File: src/rtl/uart_tx_fifo_if.sv
// Host-side bus of the buffered UART transmitter: the parallel word push
// handshake, the per-frame parity controls, and the serial/status outputs.
interface uart_tx_fifo_if #(
  parameter int DATA_WIDTH = 8,
  parameter int FIFO_DEPTH = 4
);
  localparam int CNT_W = $clog2(FIFO_DEPTH + 1);

  logic [DATA_WIDTH-1:0] P_DATA;
  logic                  DATA_VALID;
  logic                  PAR_EN;
  logic                  PAR_TYP;
  logic                  TX_OUT;
  logic                  Busy;
  logic                  FIFO_FULL;
  logic [CNT_W-1:0]      FIFO_COUNT;

  // Host side: supplies words and parity settings, observes line and status.
  modport master (
    output P_DATA, DATA_VALID, PAR_EN, PAR_TYP,
    input  TX_OUT, Busy, FIFO_FULL, FIFO_COUNT
  );

  // Transmitter side.
  modport slave (
    input  P_DATA, DATA_VALID, PAR_EN, PAR_TYP,
    output TX_OUT, Busy, FIFO_FULL, FIFO_COUNT
  );
endinterface

File: src/rtl/uart_tx_fifo.sv
// Buffered UART transmitter. Words pushed by the host are queued in a small
// FIFO and sent LSB-first as start / data / optional parity / stop bits, each
// bit held CLKS_PER_BIT cycles. Frames leave back to back while the FIFO has
// data: the last stop cycle pops the next word straight into START.
module uart_tx_fifo #(
  parameter int DATA_WIDTH   = 8,
  parameter int CLKS_PER_BIT = 1,
  parameter int STOP_BITS    = 1,
  parameter int FIFO_DEPTH   = 4
) (
  input  logic           clk,
  input  logic           reset,
  uart_tx_fifo_if.slave  bus
);

  localparam int PTR_W      = $clog2(FIFO_DEPTH);
  localparam int CNT_W      = $clog2(FIFO_DEPTH + 1);
  localparam int BIT_W      = (DATA_WIDTH > 1) ? $clog2(DATA_WIDTH) : 1;
  localparam int STOP_TICKS = STOP_BITS * CLKS_PER_BIT;
  localparam int TICK_W     = (STOP_TICKS > 1) ? $clog2(STOP_TICKS) : 1;

  localparam logic [TICK_W-1:0] BIT_RELOAD  = TICK_W'(CLKS_PER_BIT - 1);
  localparam logic [TICK_W-1:0] STOP_RELOAD = TICK_W'(STOP_TICKS - 1);
  localparam logic [BIT_W-1:0]  LAST_BIT    = BIT_W'(DATA_WIDTH - 1);
  localparam logic [CNT_W-1:0]  DEPTH_CNT   = CNT_W'(FIFO_DEPTH);

  typedef enum logic [2:0] {
    S_IDLE,
    S_START,
    S_DATA,
    S_PARITY,
    S_STOP
  } state_t;

  // FIFO storage and control
  logic [DATA_WIDTH-1:0] r_mem [FIFO_DEPTH];
  logic [PTR_W-1:0]      r_wr_ptr;
  logic [PTR_W-1:0]      r_rd_ptr;
  logic [CNT_W-1:0]      r_count;
  logic                  r_full;

  // Serialiser state
  state_t                r_state;
  logic [TICK_W-1:0]     r_tick;
  logic [BIT_W-1:0]      r_bit;
  logic [DATA_WIDTH-1:0] r_shift;
  logic                  r_par_bit;
  logic                  r_par_en;
  logic                  r_tx;
  logic                  r_busy;

  // Next-state values
  state_t                w_state_nx;
  logic [TICK_W-1:0]     w_tick_nx;
  logic [BIT_W-1:0]      w_bit_nx;
  logic [DATA_WIDTH-1:0] w_shift_nx;
  logic                  w_par_bit_nx;
  logic                  w_par_en_nx;
  logic                  w_tx_nx;
  logic                  w_busy_nx;
  logic                  w_pop;
  logic                  w_push;
  logic [CNT_W-1:0]      w_count_nx;

  // A push is only honoured while the FIFO is not full; a pop at the same
  // edge does not make room for it.
  assign w_push = bus.DATA_VALID & ~r_full;

  // Occupancy bookkeeping: a simultaneous push and pop leaves the count as is.
  always_comb begin
    w_count_nx = r_count;
    unique case ({w_push, w_pop})
      2'b10:   w_count_nx = r_count + CNT_W'(1);
      2'b01:   w_count_nx = r_count - CNT_W'(1);
      default: w_count_nx = r_count;
    endcase
  end

  // Frame sequencing: next state, bit timer, shift register and the
  // registered line level/busy that correspond to the next state.
  always_comb begin
    w_state_nx   = r_state;
    w_tick_nx    = (r_tick == '0) ? '0 : r_tick - TICK_W'(1);
    w_bit_nx     = r_bit;
    w_shift_nx   = r_shift;
    w_par_bit_nx = r_par_bit;
    w_par_en_nx  = r_par_en;
    w_pop        = 1'b0;

    unique case (r_state)
      S_IDLE: begin
        if (r_count != '0) w_pop = 1'b1;
      end
      S_START: begin
        if (r_tick == '0) begin
          w_state_nx = S_DATA;
          w_tick_nx  = BIT_RELOAD;
          w_bit_nx   = '0;
        end
      end
      S_DATA: begin
        if (r_tick == '0) begin
          w_tick_nx = BIT_RELOAD;
          if (r_bit == LAST_BIT) begin
            if (r_par_en) begin
              w_state_nx = S_PARITY;
            end else begin
              w_state_nx = S_STOP;
              w_tick_nx  = STOP_RELOAD;
            end
          end else begin
            w_bit_nx   = r_bit + BIT_W'(1);
            w_shift_nx = r_shift >> 1;
          end
        end
      end
      S_PARITY: begin
        if (r_tick == '0) begin
          w_state_nx = S_STOP;
          w_tick_nx  = STOP_RELOAD;
        end
      end
      S_STOP: begin
        if (r_tick == '0) begin
          if (r_count != '0) w_pop = 1'b1;
          else               w_state_nx = S_IDLE;
        end
      end
      default: w_state_nx = S_IDLE;
    endcase

    // Popping loads the head word and freezes this frame's parity settings.
    if (w_pop) begin
      w_state_nx   = S_START;
      w_tick_nx    = BIT_RELOAD;
      w_shift_nx   = r_mem[r_rd_ptr];
      w_par_bit_nx = (^r_mem[r_rd_ptr]) ^ bus.PAR_TYP;
      w_par_en_nx  = bus.PAR_EN;
    end

    unique case (w_state_nx)
      S_START:  w_tx_nx = 1'b0;
      S_DATA:   w_tx_nx = w_shift_nx[0];
      S_PARITY: w_tx_nx = w_par_bit_nx;
      default:  w_tx_nx = 1'b1;
    endcase
    w_busy_nx = (w_state_nx != S_IDLE);
  end

  // Control registers: FSM, timers, FIFO pointers and registered outputs.
  always_ff @(posedge clk) begin
    if (reset) begin
      r_state  <= S_IDLE;
      r_tick   <= '0;
      r_bit    <= '0;
      r_par_en <= 1'b0;
      r_tx     <= 1'b1;
      r_busy   <= 1'b0;
      r_wr_ptr <= '0;
      r_rd_ptr <= '0;
      r_count  <= '0;
      r_full   <= 1'b0;
    end else begin
      r_state  <= w_state_nx;
      r_tick   <= w_tick_nx;
      r_bit    <= w_bit_nx;
      r_par_en <= w_par_en_nx;
      r_tx     <= w_tx_nx;
      r_busy   <= w_busy_nx;
      r_count  <= w_count_nx;
      r_full   <= (w_count_nx == DEPTH_CNT);
      if (w_push) r_wr_ptr <= r_wr_ptr + PTR_W'(1);
      if (w_pop)  r_rd_ptr <= r_rd_ptr + PTR_W'(1);
    end
  end

  // Data path registers carry no reset; pointers and state qualify them.
  always_ff @(posedge clk) begin
    r_shift   <= w_shift_nx;
    r_par_bit <= w_par_bit_nx;
    if (w_push) r_mem[r_wr_ptr] <= bus.P_DATA;
  end

  assign bus.TX_OUT     = r_tx;
  assign bus.Busy       = r_busy;
  assign bus.FIFO_FULL  = r_full;
  assign bus.FIFO_COUNT = r_count;

endmodule

File: src/flat_wrapper.sv
// flat-port wrapper written by rule: the top's interface ports become plain ports
module uart_tx_fifo_flat 
#(
  parameter int DATA_WIDTH   = 8,
  parameter int CLKS_PER_BIT = 1,
  parameter int STOP_BITS    = 1,
  parameter int FIFO_DEPTH   = 4
)
  (clk, reset, bus_P_DATA, bus_DATA_VALID, bus_PAR_EN, bus_PAR_TYP, bus_TX_OUT, bus_Busy, bus_FIFO_FULL, bus_FIFO_COUNT);
  uart_tx_fifo_if #(.DATA_WIDTH(DATA_WIDTH), .FIFO_DEPTH(FIFO_DEPTH)) bus_i ();
  input  logic clk;
  input  logic reset;
  input wire logic [$bits(bus_i.P_DATA)-1:0] bus_P_DATA;
  input wire logic [$bits(bus_i.DATA_VALID)-1:0] bus_DATA_VALID;
  input wire logic [$bits(bus_i.PAR_EN)-1:0] bus_PAR_EN;
  input wire logic [$bits(bus_i.PAR_TYP)-1:0] bus_PAR_TYP;
  output wire logic [$bits(bus_i.TX_OUT)-1:0] bus_TX_OUT;
  output wire logic [$bits(bus_i.Busy)-1:0] bus_Busy;
  output wire logic [$bits(bus_i.FIFO_FULL)-1:0] bus_FIFO_FULL;
  output wire logic [$bits(bus_i.FIFO_COUNT)-1:0] bus_FIFO_COUNT;
  assign bus_i.P_DATA = bus_P_DATA;
  assign bus_i.DATA_VALID = bus_DATA_VALID;
  assign bus_i.PAR_EN = bus_PAR_EN;
  assign bus_i.PAR_TYP = bus_PAR_TYP;
  assign bus_TX_OUT = bus_i.TX_OUT;
  assign bus_Busy = bus_i.Busy;
  assign bus_FIFO_FULL = bus_i.FIFO_FULL;
  assign bus_FIFO_COUNT = bus_i.FIFO_COUNT;
  uart_tx_fifo #(.DATA_WIDTH(DATA_WIDTH), .CLKS_PER_BIT(CLKS_PER_BIT), .STOP_BITS(STOP_BITS), .FIFO_DEPTH(FIFO_DEPTH)) u_core (.clk(clk), .reset(reset), .bus(bus_i));
endmodule
File: config.mk
export PLATFORM = sky130hd
export DESIGN_NAME = uart_tx_fifo_flat
export DESIGN_NICKNAME = d
export VERILOG_FILES = /design/src/rtl/uart_tx_fifo_if.sv /design/src/rtl/uart_tx_fifo.sv /design/src/flat_wrapper.sv
export SDC_FILE = /design/constraint.sdc
export NUM_CORES = 1
export LEC_CHECK = 0
export ABC_AREA = 0
export ABC_CLOCK_PERIOD_IN_PS = 2200
export CORE_MARGIN = 2
export CORE_UTILIZATION = 40
export DETAILED_ROUTE_END_ITERATION = 10
export GPL_ROUTABILITY_DRIVEN = 0
export PLACE_DENSITY = 0.62
export SYNTH_ARGS = -nofsm -noshare
export SYNTH_HDL_FRONTEND = slang
export SYNTH_SLANG_ARGS = --single-unit
File: constraint.sdc
create_clock -name clk -period 2.2 [get_ports clk]
set_input_delay 0.66 -clock clk [delete_from_list [all_inputs] [get_ports clk]]
set_output_delay 0.66 -clock clk [all_outputs]
set_load 0.01 [all_outputs]
==> After elaboration in Yosys (flattened, before gate mapping) <==
Memories as Yosys holds them, arrays and structs flattened. A register that Yosys moved wholly into a read port is not among the register bits.
Index checks and enable logic that the tools add are counted.
{ "word_totals": {"mem_bits_rw": 32, "input_bits": 13, "ff_bits": 27, "out_inout_bits": 6, "mem_count": 1} }
{ "memory_table": {"columns": ["memory", "depth", "width", "read_ports", "rd_ports_with_merged_regs", "write_ports", "line", "source"], "rows": [
  ["u_core.r_mem", 4, 8, 1, 1, 1, "uart_tx_fifo.sv:36", "logic [DATA_WIDTH-1:0] r_mem [FIFO_DEPTH];"]
]} }
{ "op_classes": {"eq_ne": 16, "reduce_logical": 10, "add_sub_neg": 6, "n_bitwise": 3, "mux": 30} }
{ "op_table": {"columns": ["op", "count"], "rows": [
  ["3-bit 2-to-1 mux", 11],
  ["8-bit 2-to-1 mux", 4],
  ["3-bit one-hot mux with 5 select lines", 1],
  ["3-bit by 2-bit equality test with 1-bit output, second input constant", 4],
  ["3-bit one-hot mux with 2 select lines", 2],
  ["3-bit equality test, second input constant", 3],
  ["1-bit 2-to-1 mux", 8],
  ["2-bit inequality test, second input constant", 4],
  ["8-bit parity", 1],
  ["3-bit by 1-bit adder with 3-bit output, second input constant", 2],
  ["3-bit by 1-bit equality test with 1-bit output, second input constant", 2],
  ["3-bit nonzero test", 2],
  ["2-bit by 1-bit adder with 2-bit output, second input constant", 2],
  ["2-bit 2-to-1 mux", 2],
  ["4-bit AND reduction", 1],
  ["2-bit nonzero test", 2],
  ["3-bit zero test", 1],
  ["1-bit one-hot mux with 3 select lines", 1],
  ["3-bit AND reduction", 1],
  ["3-bit OR reduction", 1],
  ["3-bit by 1-bit subtractor with 3-bit output, second input constant", 1],
  ["2-bit by 1-bit equality test with 1-bit output, second input constant", 1],
  ["2-bit equality test, second input constant", 1],
  ["2-bit by 1-bit inequality test with 1-bit output, second input constant", 1],
  ["other kinds (6)", 6]
]} }

==> Longest topological paths before layout <==
{ "logic_depth": {"depth_word": 7, "mapped_depth": 12, "ltp_nobuf": 10} }

==> Least setup slack after synthesis <==
No wires, ideal clock.
{ "synth_timing": {"path_type": "reg2reg", "start": "register u_core.r_count[0], in the netlist u_core.bus.FIFO_COUNT[0]", "end": "register u_core.r_full, in the netlist u_core.bus.FIFO_FULL", "slack_ns": -0.196, "setup_ns": 0.130, "path_buffers": 2, "arrival_ns": 2.267, "synth_period_minus_slack_ns": 2.396, "required_time_ns": 2.070, "path_stages_with_launch": 13, "cell_sequence": "dfxtp_1 > nor3_1 > or3_1 > clkbuf_1 > inv_2 > buf_2 > ha_1 > inv_1 > fa_1 > xor2_1 > nor2_1 > xnor2_1 > nor3_1"} }
{ "synth_via": {"elab_chain_len": 7} }
{ "synth_rtl": {"columns": ["item", "line", "source"], "rows": [
  ["from (decl)", "uart_tx_fifo.sv:39", "logic [CNT_W-1:0] r_count;"],
  ["from (signal assigned)", "uart_tx_fifo.sv:170", "r_count <= w_count_nx;"],
  ["3-bit nonzero test", "uart_tx_fifo.sv:92, uart_tx_fifo.sv:125", null],
  ["1-bit 2-to-1 mux", "uart_tx_fifo.sv:92, uart_tx_fifo.sv:125", null],
  ["1-bit 2-to-1 mux", "uart_tx_fifo.sv:124", "if (r_tick == '0) begin"],
  ["1-bit one-hot mux with 2 select lines", "uart_tx_fifo.sv:90", "unique case (r_state)"],
  ["2-bit by 1-bit equality test with 1-bit output or 2-bit equality test (tied branches)", "uart_tx_fifo.sv:72", "unique case ({w_push, w_pop})"],
  ["3-bit one-hot mux with 2 select lines (*)", "uart_tx_fifo.sv:72", null],
  ["3-bit equality test (*)", "uart_tx_fifo.sv:171", "r_full <= (w_count_nx == DEPTH_CNT);"],
  ["to (signal assigned)", "uart_tx_fifo.sv:171", null],
  ["to (decl)", "uart_tx_fifo.sv:40", "logic r_full;"]
]} }
Every way passes the cells marked *; elsewhere a longest branch is shown, timed or not.
A chain may end at the register's enable or synchronous reset.

==> Worst setup path in the final report <==
{ "layout_timing": {"start": "input port bus_DATA_VALID", "end": "register u_core.r_full, in the netlist u_core.bus.FIFO_FULL"} }
{ "layout_via": {"elab_chain_len": 4} }
{ "layout_rtl": {"columns": ["item", "line", "source"], "rows": [
  ["from (decl)", "flat_wrapper.sv:14", "input wire logic [$bits(bus_i.DATA_VALID)-1:0] bus_DATA_VALID;"],
  ["1-bit AND (*)", "uart_tx_fifo.sv:67", "assign w_push = bus.DATA_VALID & ~r_full;"],
  ["2-bit by 1-bit equality test with 1-bit output or 2-bit equality test (tied branches)", "uart_tx_fifo.sv:72", null],
  ["3-bit one-hot mux with 2 select lines (*)", "uart_tx_fifo.sv:72", null],
  ["3-bit equality test (*)", "uart_tx_fifo.sv:171", null]
]} }
Marked as above.

==> flow_metrics.env <==
export IMPL_grt_util_met2_pct=24.76
export IMPL_status="completed"
export IMPL_drc=0
export IMPL_coreArea_um2=5956
export IMPL_placementRows=28
export IMPL_grt_pass1_vias=1506
export IMPL_cts_num_sinks=60
export IMPL_yosys_warnings=0
export IMPL_cts_made_buffers=9
export IMPL_routed_wl_um=4386
export IMPL_num_vias=1448
export IMPL_firstDrtPassIters=4
export IMPL_cts_buffer_depth=2
export IMPL_place_area_um2=2885
export IMPL_synth_edff_count=39
export IMPL_synth_cells=172
export IMPL_grt_pass1_wl_um=6913
export IMPL_ctsHtreeMaxLevel=3
export IMPL_io_pin_count=19
export IMPL_dpl_cell_count=269
export IMPL_power_density_nw_per_um2=1335
export IMPL_gr_usage_met3_pct=7.174
export IMPL_synth_area_um2=2481
export IMPL_skew_ps=3.996
export IMPL_cp_required_ps=2430
export IMPL_synth_seq_area_share_pct=64.15
export IMPL_drt_iter0_drc=53
export IMPL_top_usage_layer="met2"
export IMPL_drtAntennaViolNets=0
export IMPL_maxSlewViolCount=0
export IMPL_syn_nets=193
export IMPL_avgSynthCellArea_um2=14.43
export IMPL_power_leakage_nw=1.124
export IMPL_grt_use_met1_pct=15.30
export IMPL_clkLatencyLatePin_ps=340
export IMPL_dp_hpwl_um=3083
export IMPL_worst_slack_ps=41.65
export IMPL_die_w_um=82.76
export IMPL_die_h_um=82.76
export IMPL_worst_slew_pin_slew_ps=363.7
export IMPL_via_per_inst=5.081
export IMPL_post_route_util_pct=51.85
export IMPL_final_nets=226
export IMPL_fmax_mhz=463.3
export IMPL_post_cts_buffers=0
export IMPL_cts_tree="done"
export IMPL_track_usage_pct=14.46
export IMPL_portBuffers=18
export IMPL_async_reset_ff_share_pct=0
export IMPL_start_util_pct=41.66
export IMPL_synth_ff_type="edfxtp_1"
export IMPL_design_area_um2=3088
export IMPL_instances_no_fill=285
export IMPL_diodes=0
export IMPL_clk_pin_slew_ps=70
export IMPL_cp_arrival_ps=2390
export IMPL_synth_distinct_cells=37
export IMPL_hold_viol=0
export IMPL_drive_gt1_share_pct=19.05
export IMPL_fin_tns_setup_ps=0
export IMPL_post_place_ws_ps=-336.0
export IMPL_syn_to_final_growth_pct=24.46
export IMPL_fin_crit_sh_pct=98.11
export IMPL_ir_drop_mv=0.7430
export IMPL_critPathKind="input pin to flop"
export IMPL_final_setup_viol_count=0
export IMPL_whs_ps=449.1
export IMPL_wl_per_cell_um=15.39
export IMPL_rsz0062_at_grt="false"
export IMPL_grt_remaining_overflow=0
export IMPL_root_buffer="clkbuf_8"
export IMPL_power_mw=4.122
export IMPL_fin_crit_ps=2158
export IMPL_endpoint_kind="flop"
export IMPL_antenna_found_initial=0
export IMPL_slew_headroom_pct=75.68
export IMPL_critPathMaxFanout=2
export IMPL_hold_class="flop to flop"
export IMPL_max_cap_viol_count=0
export IMPL_grt_max_degree=14
export IMPL_start_kind="input pin"
export IMPL_ys_ff_latch=60
export IMPL_dieArea_um2=6849
[cell type report]
class,count,area [µm²]
Multi-Input combinational cell,94,828.3
Clock buffer,9,123.9
Timing Repair Buffer,30,332.8
Inverter,10,40.04
Tap cell,75,93.84
Clock inverter,7,76.32
Fill cell,515,2868
Sequential cell,60,1593
[kinds of logic after synthesis]
group,share of synthesized area (%)
flops,64.14
simple gates,7.867
compound gates,6.354
buf+inv,3.176
xor+xnor,5.446
mux,8.674
fa+ha+maj,4.337
[Yosys cell counts, types with 2 or more instances]
cell type	number	area share (%)
and2_1	5	1.3
xnor2_1	6	2.1
nand2b_1	2	0.50
clkbuf_1	3	0.45
mux4_2	4	3.6
edfxtp_1	39	47
buf_2	2	0.40
a22o_1	5	1.8
a31oi_1	2	0.50
mux4_1	4	4.2
o21ai_0	2	0.40
nor3b_1	2	0.60
inv_1	9	1.4
dfxtp_1	21	17
nor2_1	16	2.4
mux2i_1	2	0.81
ha_1	7	3.5
a21oi_1	8	1.6
nand2_1	5	0.76
nor3_1	4	0.81
xor2_1	5	1.8
nand3_1	3	0.60
a221o_1	2	0.81
[repair_timing]
item,4_1_cts,5_1_grt
endpoints found under the setup margin,0,1
hold buffers,0,0
hold endpoints to repair,0,0
resized for setup,0,1
[routing by layer]
layer	up-vias	share of wire, %
met2	26	52
met4	0	1.6
met1	722	42
li1	693	-
met5	-	0
met3	7	4.2
[where the power goes]
part           switching [mW]  leakage, nW  internal (mW)  total, mW
registers               0.133        0.536           1.50       1.64
clock network           0.450       0.0958          0.527      0.977
logic                   0.732        0.493          0.776       1.51
[flip-flops by register name, indices dropped and copies added, names as in the netlist, named ones only]
signal and flops:
u_core.r_rd_ptr 2, u_core.r_mem 32, u_core.bus.TX_OUT 1, u_core.bus.FIFO_COUNT 3, u_core.r_par_bit 1, u_core.r_bit 3
u_core.r_shift 8, u_core.bus.Busy 1, u_core.r_par_en 1, u_core.r_wr_ptr 2, u_core.r_state 3, u_core.bus.FIFO_FULL 1
[final timing paths]
kind | start | slack, ps | cells after the start | end
min reg2reg | u_core.r_par_bit$_DFF_P_ | 450 | 2 | u_core.r_par_bit$_DFF_P_
max reg2reg | u_core.bus.FIFO_COUNT[1]$_SDFF_PP0_ | 150 | 10 | u_core.bus.FIFO_FULL$_SDFF_PP0_
max | bus_DATA_VALID | 40 | 10 | u_core.bus.FIFO_FULL$_SDFF_PP0_
min | u_core.r_par_bit$_DFF_P_ | 450 | 2 | u_core.r_par_bit$_DFF_P_
[worst max-delay path: stages]
cell,delay [ps]
clkdlybuf4s50_1,460
nor2b_2,150
inv_1,80
ha_4,160
inv_1,70
fa_2,440
nand2_1,90
nor2_1,40
a31oi_1,170
nor3_1,60
[layout by cell type (no fill, tap or decap), drive strengths merged, types with 2 or more instances in the layout]
master and count:
a31oi 2, xor2 5, xnor2 7, edfxtp 39, a22o 6, clkinvlp 2, mux2i 2, nand3 3
and2 5, nand2b 2, nor2 16, ha 7, clkinv 3, buf 12, clkbuf 9, dfxtp 21
a221o 2, a21oi 8, mux4 8, nand2 5, nor3 5, inv 11, clkdlybuf4s50 18, nor3b 2
o21ai 3
Power figures use the tool's default switching activity.
